**config.mk**
```make
export PLATFORM = sky130hd
export DESIGN_NAME = irq_pic
export DESIGN_NICKNAME = d
export VERILOG_FILES = /design/src/rtl/irq_pic.sv
export SDC_FILE = /design/constraint.sdc
export NUM_CORES = 1
export LEC_CHECK = 0
export CAP_MARGIN = 40
export CORE_MARGIN = 5
export CORE_UTILIZATION = 60
export CTS_CLUSTER_DIAMETER = 30
export DETAILED_ROUTE_END_ITERATION = 8
export DONT_BUFFER_PORTS = 1
export PLACE_DENSITY = 0.81
export SYNTH_ARGS = -nofsm -noshare
export SYNTH_HDL_FRONTEND = slang
export SYNTH_SLANG_ARGS = --single-unit
export TNS_END_PERCENT = 1
```
**constraint.sdc**
```tcl
create_clock -name clk -period 3.85 [get_ports clk]
set_input_delay 0.385 -clock clk [delete_from_list [all_inputs] [get_ports clk]]
set_output_delay 0.385 -clock clk [all_outputs]
set_load 0.02 [all_outputs]
```
**src/rtl/irq_pic.sv**
```systemverilog
// irq_pic -- programmable interrupt controller feeding the CPU irq bus.
//
// Peripheral requests are synchronised (s1, s2), edge-detected against a
// history flop (s3) and latched into a per-channel pending register.
// Software reaches the controller through a small request/ack register bus:
//   0 PEND    R: pending bits          W: write-1-to-clear
//   1 MASK    RW, 1 = channel masked
//   2 EDGE    RW, 1 = edge-triggered, 0 = level
//   3 SET     R: synchronised sources  W: OR into pending
//   4 COUNT   timer count   (timer build only, else reads 0)
//   5 COMPARE timer compare (timer build only, else reads 0)
//   6,7       read 0, writes ignored
//
// Optional feature: define IRQ_PIC_TIMER_EN to add a 32-bit count/compare
// timer that owns the top channel (IRQ_CH-1) in place of its external source.
//
// Ports:
//   clk, reset          rising-edge clock, synchronous active-high reset
//   src[IRQ_CH]         raw asynchronous peripheral requests
//   bus_req/rw/addr     register access; req held until bus_ack
//   bus_wr_data         write data
//   bus_rd_data         read data, valid while bus_ack = 1
//   bus_ack             one-cycle access-complete pulse
//   irq[IRQ_CH]         registered pend & ~mask
//   irq_id              lowest-numbered asserted irq channel (IRQ_CH <= 8)
//   irq_any             OR of irq

module irq_pic #(
  parameter int IRQ_CH = 8,
  parameter int DATA_W = 32
) (
  input  logic              clk,
  input  logic              reset,
  input  logic [IRQ_CH-1:0] src,
  input  logic              bus_req,
  input  logic              bus_rw,
  input  logic [2:0]        bus_addr,
  input  logic [DATA_W-1:0] bus_wr_data,
  output logic [DATA_W-1:0] bus_rd_data,
  output logic              bus_ack,
  output logic [IRQ_CH-1:0] irq,
  output logic [2:0]        irq_id,
  output logic              irq_any
);

  localparam logic [IRQ_CH-1:0] TOP_BIT = {1'b1, {(IRQ_CH-1){1'b0}}};

  typedef enum logic {ST_IDLE, ST_ACK} bus_state_t;
  bus_state_t state;

  logic [IRQ_CH-1:0] s1, s2, s3;
  logic [IRQ_CH-1:0] pend, mask, edge_sel;

  logic              access, wr_en;
  logic              wr_pend, wr_mask, wr_edge, wr_set;
  logic [IRQ_CH-1:0] wr_bits;
  logic [IRQ_CH-1:0] ext_en;
  logic [IRQ_CH-1:0] level_set, event_set, clr_bits;
  logic [IRQ_CH-1:0] timer_set, cmp_clr;
  logic [IRQ_CH-1:0] pend_next, mask_next, irq_next;
  logic [2:0]        id_next;
  logic [DATA_W-1:0] rd_next;
  logic              unused_wr_bits;

  // The access executes in the single cycle where the FSM is idle and sees req.
  assign access  = (state == ST_IDLE) && bus_req;
  assign wr_en   = access && bus_rw;
  assign wr_bits = bus_wr_data[IRQ_CH-1:0];
  assign wr_pend = wr_en && (bus_addr == 3'd0);
  assign wr_mask = wr_en && (bus_addr == 3'd1);
  assign wr_edge = wr_en && (bus_addr == 3'd2);
  assign wr_set  = wr_en && (bus_addr == 3'd3);

  assign unused_wr_bits = ^bus_wr_data;

`ifdef IRQ_PIC_TIMER_EN
  logic [31:0] count, compare;
  logic        timer_hit, wr_count, wr_compare;

  assign wr_count   = wr_en && (bus_addr == 3'd4);
  assign wr_compare = wr_en && (bus_addr == 3'd5);
  assign timer_hit  = (count == compare) && (compare != 32'd0);
  assign timer_set  = timer_hit ? TOP_BIT : '0;
  assign cmp_clr    = wr_compare ? TOP_BIT : '0;
  assign ext_en     = ~TOP_BIT;

  // Free-running counter; a COUNT write loads and counting resumes from there.
  always_ff @(posedge clk) begin
    if (reset) begin
      count   <= 32'd0;
      compare <= 32'd0;
    end else begin
      count <= wr_count ? 32'(bus_wr_data) : count + 32'd1;
      if (wr_compare) compare <= 32'(bus_wr_data);
    end
  end
`else
  assign timer_set = '0;
  assign cmp_clr   = '0;
  assign ext_en    = '1;
`endif

  // Level requests can be cleared by W1C (they re-arm next cycle while the
  // source stays high); edge events, SET writes and timer hits beat a clear.
  assign level_set = s2 & ~edge_sel & ext_en;
  assign event_set = (s2 & ~s3 & edge_sel & ext_en)
                   | (wr_set ? wr_bits : '0)
                   | timer_set;
  assign clr_bits  = (wr_pend ? wr_bits : '0) | cmp_clr;
  assign pend_next = ((pend | level_set) & ~clr_bits) | event_set;
  assign mask_next = wr_mask ? wr_bits : mask;
  assign irq_next  = pend_next & ~mask_next;

  // Priority encoder, channel 0 highest.
  always_comb begin
    id_next = 3'd0;
    for (int i = IRQ_CH - 1; i >= 0; i--) begin
      if (irq_next[i]) id_next = 3'(i);
    end
  end

  // Read mux; captured into bus_rd_data on the IDLE->ACK edge.
  always_comb begin
    rd_next = '0;
    case (bus_addr)
      3'd0:    rd_next = DATA_W'(pend);
      3'd1:    rd_next = DATA_W'(mask);
      3'd2:    rd_next = DATA_W'(edge_sel);
      3'd3:    rd_next = DATA_W'(s2);
`ifdef IRQ_PIC_TIMER_EN
      3'd4:    rd_next = DATA_W'(count);
      3'd5:    rd_next = DATA_W'(compare);
`endif
      default: rd_next = '0;
    endcase
  end

  // Synchroniser, interrupt state, registered outputs and bus FSM.
  always_ff @(posedge clk) begin
    if (reset) begin
      s1          <= '0;
      s2          <= '0;
      s3          <= '0;
      pend        <= '0;
      mask        <= '1;
      edge_sel    <= '0;
      irq         <= '0;
      irq_id      <= 3'd0;
      irq_any     <= 1'b0;
      state       <= ST_IDLE;
      bus_ack     <= 1'b0;
      bus_rd_data <= '0;
    end else begin
      s1       <= src;
      s2       <= s1;
      s3       <= s2;
      pend     <= pend_next;
      mask     <= mask_next;
      if (wr_edge) edge_sel <= wr_bits;
      irq      <= irq_next;
      irq_id   <= id_next;
      irq_any  <= |irq_next;
      case (state)
        ST_IDLE: begin
          if (bus_req) begin
            state       <= ST_ACK;
            bus_ack     <= 1'b1;
            bus_rd_data <= bus_rw ? '0 : rd_next;
          end
        end
        ST_ACK: begin
          state       <= ST_IDLE;
          bus_ack     <= 1'b0;
          bus_rd_data <= '0;
        end
        default: begin
          state   <= ST_IDLE;
          bus_ack <= 1'b0;
        end
      endcase
    end
  end

endmodule

```
---- Yosys cells after proc, flatten, opt, wreduce, memory -nomap -nowiden ----
Index checks and enable logic that the tools add are counted.
cells by class
  add/subtract/negate cells ............... 0
  multipliers ............................. 0
  divide/modulo/power cells ............... 0
  order comparisons ....................... 0
  equal/unequal tests ..................... 4
  shifts and indexed selects .............. 0
  multiplexer cells ....................... 18
  bitwise gates (word level) .............. 13
  reductions and logical operators ........ 11
operators with widths
  kind                                           count
  2-to-1 mux 32 bit                              2
  case mux 32 bit (2 select lines)               1
  AND 8 bit                                      5
  NOT 8 bit                                      4
  case mux 8 bit (4 select lines)                1
  2-to-1 mux 8 bit                               3
  OR 8 bit                                       3
  2-to-1 mux 3 bit                               4
  OR reduction 8 bit                             1
  == test 3 x 2 -> 1 bit, second input constant  2
  logical AND 1 bit                              6
  OR reduction 5 bit                             1
  2-to-1 mux 2 bit                               2
  case mux 1 bit (2 select lines)                2
  == test 3 x 1 -> 1 bit, second input constant  1
  zero test 3 bit                                1
  2-to-1 mux 1 bit                               3
  OR reduction 3 bit                             1
  inequality test 2 bit, second input constant   1
  OR reduction 2 bit                             1
  NOT 1 bit                                      1
storage, ports and cells
  bits in registers ....................... 94
  bits in latches ......................... 0
  bits in writable memories ............... 0
  bits in read-only memories .............. 0
  input bits .............................. 47
  output and inout bits ................... 45
  logic and storage cells ................. 60
  memories kept ........................... 0

---- Depth between registers and ports, before layout ----
Gate-level depths: netlist of run 1.
  depth after elaboration ................. 16
  depth in mapped cells ................... 7
  gate-level depth less buffers ........... 6

---- Worst setup path before layout of run 1 ----
No wires, ideal clock.
  path kind ............................... input to register
  start ................................... input bus_addr[2]
  end ..................................... register irq_id[1]
  library setup time ...................... 0.118 ns
  arrival ................................. 1.705 ns
  required time ........................... 3.732 ns
  path slack .............................. 2.027 ns
  cell stages on the path ................. 6
  buffers on the path ..................... 1
  cell sequence ........................... and4bb_4 buf_6 nand3_4 a221o_1 a22o_1 o2111a_1
between the ends
  word-level cells in the longest chain between the ends .. 13
  elaborated cells between the ends (all ways) .. 22
  classes of those cells .................. eq/ne (2); mux (9); bitwise (6); reduce/logical (5)
ends and longest elaborated chain
  element                        line  text
  from (decl)                    37    input logic [2:0] bus_addr,
  zero test 3 bit                69    assign wr_pend = wr_en && (bus_addr == 3'd0);
  logical AND 1 bit              69
  2-to-1 mux 8 bit               109   assign clr_bits = (wr_pend ? wr_bits : '0) | cmp_clr;
  NOT 8 bit                      110   assign pend_next = ((pend | level_set) & ~clr_bits) | event_set;
  AND 8 bit                      110
  OR 8 bit                       110
  AND 8 bit *                    112   assign irq_next = pend_next & ~mask_next;
  2-to-1 mux 3 bit (4 in a row)  118   if (irq_next[i]) id_next = 3'(i);
  2-to-1 mux 2 bit (2 in a row)  118
  to (signal assigned)           161   irq_id <= id_next;
  to (decl)                      42    output logic [2:0] irq_id,
Every way passes the cells marked *; elsewhere a longest branch is shown, timed or not.
A chain may end at the register's enable or synchronous reset.

---- Worst setup path after layout of run 1 ----
  start ................................... register state
  end ..................................... register irq_id[1]
between the ends
  word-level cells in the longest chain between the ends .. 15
  elaborated cells between the ends (all ways) .. 22
  classes of those cells .................. mux (9); bitwise (7); reduce/logical (6)
ends and longest elaborated chain
  element                        line  text
  from (decl)                    49    bus_state_t state;
  from (signal assigned)         150   state <= ST_IDLE;
  from (signal assigned)         166   state <= ST_ACK;
  from (signal assigned)         172   state <= ST_IDLE;
  NOT 1 bit *                    -
  logical AND 1 bit *            66    assign access = (state == ST_IDLE) && bus_req;
  logical AND 1 bit *            67    assign wr_en = access && bus_rw;
  logical AND 1 bit              69
  2-to-1 mux 8 bit               109
  NOT 8 bit                      110
  AND 8 bit                      110
  OR 8 bit                       110
  AND 8 bit *                    112
  2-to-1 mux 3 bit (4 in a row)  118
  2-to-1 mux 2 bit (2 in a row)  118
Marked as above.

==> qor.yml, run 1 <==
r2r_slack_ps: 1750
ys_ff_latch: 70
start_util_pct: 61.9
cts.sinks: 70
p_seq_share_pct: 55.4
worstRegToRegCells: 6
final_max_slew_viol_count: 0
synth_area_um2: 2940
drive_gt1_share_pct: 11.7
worstHoldStart: "reset"
gr-usage-met1_pct: 23.8
switching_share_pct: 23.6
crit_path_max_fanout: 13
grt_pass1_vias: 1850
antenna_left: 0
drc_errors: 0
portBuffers: 0
synth_top_family_by_area: "simple AND/OR/NAND/NOR gates"
final-setup-viol-count: 0
peakVddDrop_mv: 0.265
nets: 343
synth_compound_area_share_pct: 12.1
post_cts_resized: 0
hold_viol_final: 0
grt_use_total_pct: 19.1
cellInternalPower_uw: 1050
gp_congestion: 0.796
cp.arrival_ps: 2330
finalWorstSetupSlack_ps: 1750
slew_headroom_pct: 44.7
antenna_found_initial: 0
drtIter0Drc: 222
muxShareOfSynthArea_pct: 9.91
fin_worst_skew_ps: 8.93
drt_pass1_iterations: 5
crit_chain: "and4bb_4 > nand2_2 > o221ai_1 > a21bo_2 > nor2b_1 > o2111a_1"
hold_ws_ps: 106
cts.path.max_buffers: 2
via_per_inst: 5.37
root_buffer: "clkbuf_8"
row_count: 25
tightest_slew_ps: 823
combPwrFrac_pct: 7.1
p_switching_uw: 324
cts_tree: "yes"
period_needed_ps: 2100
cp.required_ps: 4080
leakage_uw: 0.00123
yosys_warnings: 0
post-route-period-util_pct: 54.5
power_frac_clock_pct: 37.5
r2r_start: "state"
synth_fa_ha_area_share_pct: 0
grt-ovfl-total: 0
areaGrowthSynthToFinish_pct: 3.23
synth_cell_types: 51
max_freq_mhz: 477
hpwl_um: 3860
diodes: 0
use_met3_pct: 6.09
cp-end-kind: "flip-flop"
fill_cells: 390
cts_setup_buffers: 0
postSynthAreaPerCell_um2: 9.88
clk_pin_slew_ps: 70
top_usage_layer: "met2"
use_met2_pct: 27.6
min_to: "edge_sel[1]"
cts_buffers: 9
total_power_uw: 1380
worstReg2RegEnd: "irq_id[1]"
clkLatencyLatePin_ps: 340
vias: 1970
grt_pass1_wl_um: 9030
yosysSeqAreaShare_pct: 47.6
outcome: "complete, no violations"
routed_wl_um: 5750
grt_max_degree: 53
hp-class: "in2reg"
start_kind: "flip-flop"
synth_xor_area_share_pct: 0
worstSetupPathType: "reg2reg"
die_h_um: 80.0
grt_setup_unrepaired: "no"
coreArea_um2: 4750
io_pins: 92
cap_violations: 0
die_x_um: 80.0
holdBufCountCts: 0
cts_max_level: 3
powerDensity_nw_per_um2: 453
place_ws_ps: 1710
yosys.area_share.simple_pct: 20.6
slowest_stage: "and4bb_4"
syn_inst: 298
tns_ps: 0
die_area_um2: 6410
worstHoldPathCells: 1
critPathMaxStageDelay_ps: 460
wl_per_cell_um: 15.7
-- cell type report --
class	instances	area, um2	share of cell area [%]
Clock buffer	14	163	5.35
Multi-Input combinational cell	204	1340	44.2
Clock inverter	1	5.00	0.165
Inverter	11	41.3	1.36
Sequential cell	70	1400	46.1
Tap cell	67	83.8	2.76
-- logic make-up after synthesis --
kind of cell	count (synthesis)
buffers and inverters	47
AOI/OAI and AO/OA	48
muxes	19
and+or+nand+nor	113
other	1
DFF	70
-- cell usage after synthesis, drive strengths merged --
cell     number  area share, %
and2          3           0.68
a22o          1           0.30
nand2        16            2.1
nor3          3           0.51
a221o         1           0.34
a21oi        10            1.8
nor2         40            5.2
mux2          1           0.38
a22oi         8            2.0
a32oi         4            1.2
a211o         1           0.30
or2b          1           0.30
mux4          8            6.1
nand4bb       1           0.38
o2bb2ai       1           0.30
buf          28            7.2
dfxtp        70             48
mux2i        10            3.4
conb          1           0.13
nor2b        28            6.0
and4bb        1           0.55
o2111a        1           0.38
o21ai         6            1.0
inv          11            1.4
a31oi         1           0.21
clkbuf        8            1.0
o221a         1           0.38
a221oi        1           0.30
a211oi        1           0.43
nand3         6            1.4
a32o          1           0.34
a21bo         1           0.34
o211ai        3           0.77
o221ai        2           0.60
nand2b        7            1.5
nor3b         1           0.43
nand3b        2           0.51
a21o          3           0.81
o22ai         1           0.21
and3          4            1.1
-- worst max-delay path: cells and delay by family (launching register included) --
family	cells	cell delay, ps
AOI/OAI and AO/OA	3	840
and+or+nand+nor	3	810
DFF	1	340
-- how the worst max path moves through the flow --
stage,from,endpoint,slack [ps],cells after the start
final,state,irq_id[1],1750,6
after global routing,state,irq_id[1],1660,6
after CTS,state,irq_id[1],1760,6
after detailed placement,bus_addr[2],irq_id[1],1710,6
after global placement,bus_addr[2],irq_id[1],1690,6
after floorplan,bus_addr[2],irq_id[1],2030,6
-- sequential cells by signal, indices dropped and copies added, names as in the netlist --
register and flops:
bus_rd_data 8, edge_sel 8, irq 8, mask 8, pend 8, s1 8
s2 8, s3 8, irq_id 3, bus_ack 1, irq_any 1, state 1
-- layout by cell type (no fill, tap or decap), drive strengths merged, types with 2 or more instances in the layout --
| cell | Yosys | routed |
|---|---|---|
| dfxtp | 70 | 70 |
| nor2 | 40 | 40 |
| nor2b | 28 | 28 |
| conb | 1 | 24 |
| nand2 | 16 | 16 |
| clkbuf | 8 | 14 |
| inv | 11 | 11 |
| mux2i | 10 | 10 |
| a21oi | 10 | 10 |
| mux4 | 8 | 8 |
| a22oi | 8 | 8 |
| nand2b | 7 | 7 |
| nand3 | 6 | 6 |
| o21ai | 6 | 6 |
| a32oi | 4 | 4 |
| and3 | 4 | 4 |
| nor3 | 3 | 3 |
| o211ai | 3 | 3 |
| a21o | 3 | 3 |
| and2 | 3 | 3 |
| nand3b | 2 | 2 |
| o221ai | 2 | 2 |
-- power by group through the flow --
stage          logic, uW  clock network [uW]  registers, uW
2_1_floorplan        115                   0            774
4_1_cts             97.2                 525            761
3_5_place_dp        96.8                   0            778
5_1_grt              107                 560            764
6_report            98.2                 515            762
3_3_place_gp        94.6                   0            777
-- layer usage --
layer | share of wire [%] | wire [um]
met5 | 0 | 0
met4 | 1.0 | 58
met3 | 8.0 | 460
met2 | 46 | 2640
met1 | 45 | 2590
-- stage by stage --
step                      util [%]  cell area [um2]  std cells
final                         63.9             3040        367
after global placement        60.4             2870        352
after global routing          63.9             3040        367
after detailed placement      60.4             2870        352
after floorplan                  -             3030        321
after CTS                     63.9             3040        367
Note: power is estimated with default switching activity, not from simulation.
==> run 2, diff against run 1 <==
==> constraint.sdc (replaced) <==
create_clock -name clk -period 2.1 [get_ports clk]
set_input_delay 0.21 -clock clk [delete_from_list [all_inputs] [get_ports clk]]
set_output_delay 0.21 -clock clk [all_outputs]
set_load 0.02 [all_outputs]
==> qor.yml, run 2 (synthesis gave the netlist of run 1 again) <==
cp.arrival_ps: 2230  # -100 ps
wl_per_cell_um: 15.3  # -2.3%
cap_violations: 0  # unchanged
slowest_stage: "and4bb_4"
cts.path.max_buffers: 2  # unchanged
crit_buf_inv: 1  # +1
seq_area_um2: 1400  # unchanged
grt-ovfl-total: 0  # unchanged
routed_wl_um: 5830  # +1.4%
start_util_pct: 61.9  # unchanged
fill_cells: 384  # -1.5%
grt_pass1_vias: 1972  # +6.6%
place_inst: 358  # +1.7%
die_x_um: 80.0  # unchanged
critPathMaxStageDelay_ps: 460  # about the same
start_kind: "flip-flop"
cp-end-kind: "flip-flop"
finish.utilization_pct: 67.1  # +3.2 points
gp_congestion: 0.799  # +0.28%
post-route-period-util_pct: 94.3  # +40 points
vias: 2059  # +4.5%
crit_chain: "and4bb_4 > nand2_2 > buf_4 > mux2i_1 > a22o_1 > a21oi_2 > nor3b_2"
row_count: 25  # unchanged
cts_buffers: 9  # unchanged
cts_tree: "yes"
die_area_um2: 6410  # unchanged
cp.required_ps: 2350  # -1730 ps
root_buffer: "clkbuf_8"
hold_ws_ps: 23.4  # -82.3 ps
crit_path_max_fanout: 13  # unchanged
final_cell_mix: "dfxtp_1, nor2_1, nor2b_1"
combPwrFrac_pct: 8.3  # +1.2 points
p_seq_share_pct: 54.3  # -1.1 points
portBuffers: 0  # unchanged
die_h_um: 80.0  # unchanged
hold_viol_final: 0  # unchanged
cts_max_level: 3  # unchanged
hpwl_um: 3990  # +3.4%
final-setup-viol-count: 0  # unchanged
nets: 358  # +4.4%
layout_commonest_cell: "dfxtp_1"
drive_gt1_share_pct: 13.7  # +2.0 points
coreArea_um2: 4750  # unchanged
fin_cells: 381  # +3.8%
outcome: "complete, no violations"
switching_share_pct: 23.4  # -0.18 points
cp_top_family: "simple AND/OR/NAND/NOR gates"
antenna_found_initial: 0  # unchanged
drc_errors: 0  # unchanged
antenna_left: 0  # unchanged
cellInternalPower_uw: 1970  # +87%
diodes: 0  # unchanged
period_needed_ps: 1980  # -117 ps
powerDensity_nw_per_um2: 806  # +78%
p_switching_uw: 601  # +85%
via_per_inst: 5.40  # +0.68%
hp-class: "in2reg"
power_frac_clock_pct: 37.3  # -0.2 points
worstSetupPathType: "reg2reg"
max_freq_mhz: 505  # +5.9%
drt_pass1_iterations: 4  # -1
clkLatencyLatePin_ps: 340  # about the same
grt_use_total_pct: 20.1  # +1.0 points
slew_headroom_pct: 65.2  # +21 points
tns_ps: 0  # unchanged
drtIter0Drc: 190  # -14%
leakage_uw: 0.00131  # +6.2%
clk_pin_slew_ps: 70  # about the same
final_max_slew_viol_count: 0  # unchanged
grt_pass1_wl_um: 9620  # +6.5%
io_pins: 92  # unchanged
cts.sinks: 70  # unchanged
areaGrowthSynthToFinish_pct: 8.38
peakVddDrop_mv: 0.451  # +70%
multi_input_area_um2: 1340  # unchanged
grt_setup_unrepaired: "no"
tightest_slew_ps: 516  # -308 ps
fin_worst_skew_ps: 4.96  # -3.97 ps
grt_max_degree: 51  # -3.8%
-- run 2: path summary, 6_finish.rpt --
check,startpoint,slack (ps),cells past startpoint,to
setup / recovery,state,120,7,irq_id[2]
hold / removal,bus_wr_data[5],20,2,edge_sel[5]
setup reg to reg,state,120,7,irq_id[2]
hold reg to reg,s1[2],430,1,s2[2]
-- run 2: per-layer routing --
| layer | wire, um | track usage (%) | vias up |
|---|---|---|---|
| met2 | 2740 | 30.0 | 81 |
| li1 | - | - | 1002 |
| met4 | 137 | 12.3 | 0 |
| met5 | 0 | 0 | - |
| met1 | 2520 | 25.2 | 965 |
| met3 | 439 | 6.09 | 11 |
-- run 2: metrics by stage --
step	worst slack [ps]	power (uW)	instance area, um2
after floorplan	370	1630	3030
after global placement	173	1600	2920
after detailed placement	131	1610	2920
after CTS	125	2580	3190
after global routing	28.9	2670	3190
final	119	2570	3190
-- run 2: area by class of cell --
type	count	share of cell area, %
multi-input combinational	204	42.1
inverter	11	1.29
tap	67	2.63
clock inverter	1	0.157
timing repair buffer	15	4.55
sequential	70	43.9
clock buffer	13	5.30
-- run 2: power by group through the flow --
| stage | Combinational, uW | Sequential [uW] | Clock (uW) |
|---|---|---|---|
| after floorplan | 211 | 1420 | 0 |
| after global placement | 178 | 1420 | 0 |
| after detailed placement | 181 | 1430 | 0 |
| after CTS | 211 | 1400 | 975 |
| after global routing | 235 | 1400 | 1040 |
| final | 214 | 1400 | 959 |
-- run 2: what timing repair did --
item | in CTS | in global routing
hold buffers | 9 | 0
resized for setup | 0 | 0
endpoints found under the hold margin | 50 | 0
setup buffers | 0 | 0
==> run 3, diff against run 2 <==
--- a/config.mk
+++ b/config.mk
@@ -6,6 +6,7 @@
 export NUM_CORES = 1
 export LEC_CHECK = 0
 export CAP_MARGIN = 40
+export CORE_ASPECT_RATIO = 2
 export CORE_MARGIN = 5
 export CORE_UTILIZATION = 60
 export CTS_CLUSTER_DIAMETER = 30
==> qor.yml, run 3 (synthesis gave the netlist of run 1 again) <==
diodes: 0  # unchanged
seq_area_um2: 1400  # unchanged
crit_path_max_fanout: 10  # -3
portBuffers: 0  # unchanged
cp.arrival_ps: 2270  # +40 ps
post-route-period-util_pct: 95.1  # +0.81 points
die_h_um: 109  # +36%
fin_cells: 374  # -1.8%
areaGrowthSynthToFinish_pct: 7.70
vias: 2117  # +2.8%
r2r_start: "state"
finish.utilization_pct: 65.8  # -1.3 points
critPathMaxStageDelay_ps: 380  # -80 ps
slowest_stage: "dfxtp_1"
hpwl_um: 4310  # +8.2%
cp-end-kind: "flip-flop"
nets: 359  # +0.28%
worstHoldStart: "bus_wr_data[4]"
grt_use_total_pct: 20.8  # +0.65 points
layout_commonest_cell: "dfxtp_1"
antenna_left: 0  # unchanged
wl_per_cell_um: 16.5  # +7.8%
powerDensity_nw_per_um2: 800  # -0.73%
outcome: "complete, no violations"
die_area_um2: 6490  # +1.3%
cts_buffers: 9  # unchanged
grt_pass1_wl_um: 9830  # +2.2%
post_cts_resized: 0  # unchanged
holdBufCountCts: 8  # -1
leakage_uw: 0.00131  # -0.14%
cp.required_ps: 2370  # +20 ps
clkLatencyLatePin_ps: 350  # about the same
start_kind: "flip-flop"
fin_worst_skew_ps: 8.78  # +3.83 ps
routed_wl_um: 6170  # +5.8%
start_util_pct: 61.1  # -0.84 points
tns_ps: 0  # unchanged
antenna_found_initial: 0  # unchanged
crit_chain: "and4bb_4 > buf_4 > and3_4 > a211o_1 > a22o_1 > a21oi_2 > nor3b_2"
row_count: 36  # +44%
peakVddDrop_mv: 0.606  # +34%
worstHoldPathCells: 2  # unchanged
io_pins: 92  # unchanged
tightest_slew_ps: 569  # +53.0 ps
fill_cells: 414  # +7.8%
cp_top_family: "compound AO/OA/AOI/OAI gates"
worstRegToRegCells: 7  # unchanged
gp_congestion: 0.853  # +6.9%
max_freq_mhz: 501  # -0.85%
worstSetupPathType: "reg2reg"
cts_tree: "yes"
drt_pass1_iterations: 4  # unchanged
cts_max_level: 3  # unchanged
place_inst: 350  # -2.2%
die_x_um: 59.5  # -26%
grt_pass1_vias: 2174  # +10%
drtIter0Drc: 65  # -66%
hp-class: "in2reg"
grt-ovfl-total: 0  # unchanged
final_cell_mix: "dfxtp_1, nor2_1, nor2b_1"
crit_buf_inv: 1  # unchanged
drc_errors: 0  # unchanged
root_buffer: "clkbuf_8"
cts.path.max_buffers: 2  # unchanged
drive_gt1_share_pct: 13.6  # -0.13 points
crit_path_start: "state"
coreArea_um2: 4820  # +1.4%
via_per_inst: 5.66  # +4.7%
final_max_slew_viol_count: 0  # unchanged
grt_max_degree: 51  # unchanged
final-setup-viol-count: 0  # unchanged
hold_viol_final: 0  # unchanged
crit_cells: 7  # unchanged
grt_setup_unrepaired: "no"
multi_input_area_um2: 1340  # unchanged
cts.sinks: 70  # unchanged
cap_violations: 0  # unchanged
slew_headroom_pct: 61.9  # -3.3 points
cts_setup_buffers: 0  # unchanged
period_needed_ps: 2000  # +17.1 ps
clk_pin_slew_ps: 70  # about the same
run 3: cell types whose count changed in the layout (fill, tap and decap cells not counted):
cell           before  now
buf_4               6    8
clkbuf_1            1    5
clkbuf_8           12   10
dlygate4sd3_1       8    7
run 3: worst paths after layout:
path,to,slack (ps)
max reg2reg,irq_id[2],100
min reg2reg,s2[1],430
min,edge_sel[4],7
max,irq_id[2],100
run 3: stage by stage:
| stage | hold slack [ps] | total power [uW] | setup slack (ps) | instance area (um2) |
|---|---|---|---|---|
| finish | 7.47 | 2530 | 102 | 3170 |
| global route | 5.76 | 2630 | 7.46 | 3170 |
| CTS | 3.69 | 2540 | 116 | 3170 |
| detailed placement | 288 | 1610 | 139 | 2920 |
| global placement | 288 | 1600 | 161 | 2920 |
| floorplan | 338 | 1630 | 370 | 3030 |
run 3: final cells by class:
| class | instances | area share (%) |
|---|---|---|
| clock buffers | 15 | 4.93 |
| clock inverters | 1 | 0.158 |
| inverters | 11 | 1.30 |
| multi-input cells | 204 | 42.4 |
| flip-flops and latches | 70 | 44.2 |
| well taps | 57 | 2.25 |
| repair buffers | 16 | 4.74 |
run 3: metal layers:
metal	up-vias	track usage, %	routed length, um
li1	1008	-	-
met1	998	20.0	2180
met2	88	34.8	3300
met3	23	7.35	455
met4	0	15.4	240
met5	-	0	0
run 3: power by group:
group          leakage (uW)  switching (uW)  internal (uW)
clock             0.0000817             461            462
combinational      0.000656             125           89.8
sequential         0.000571            29.5           1370
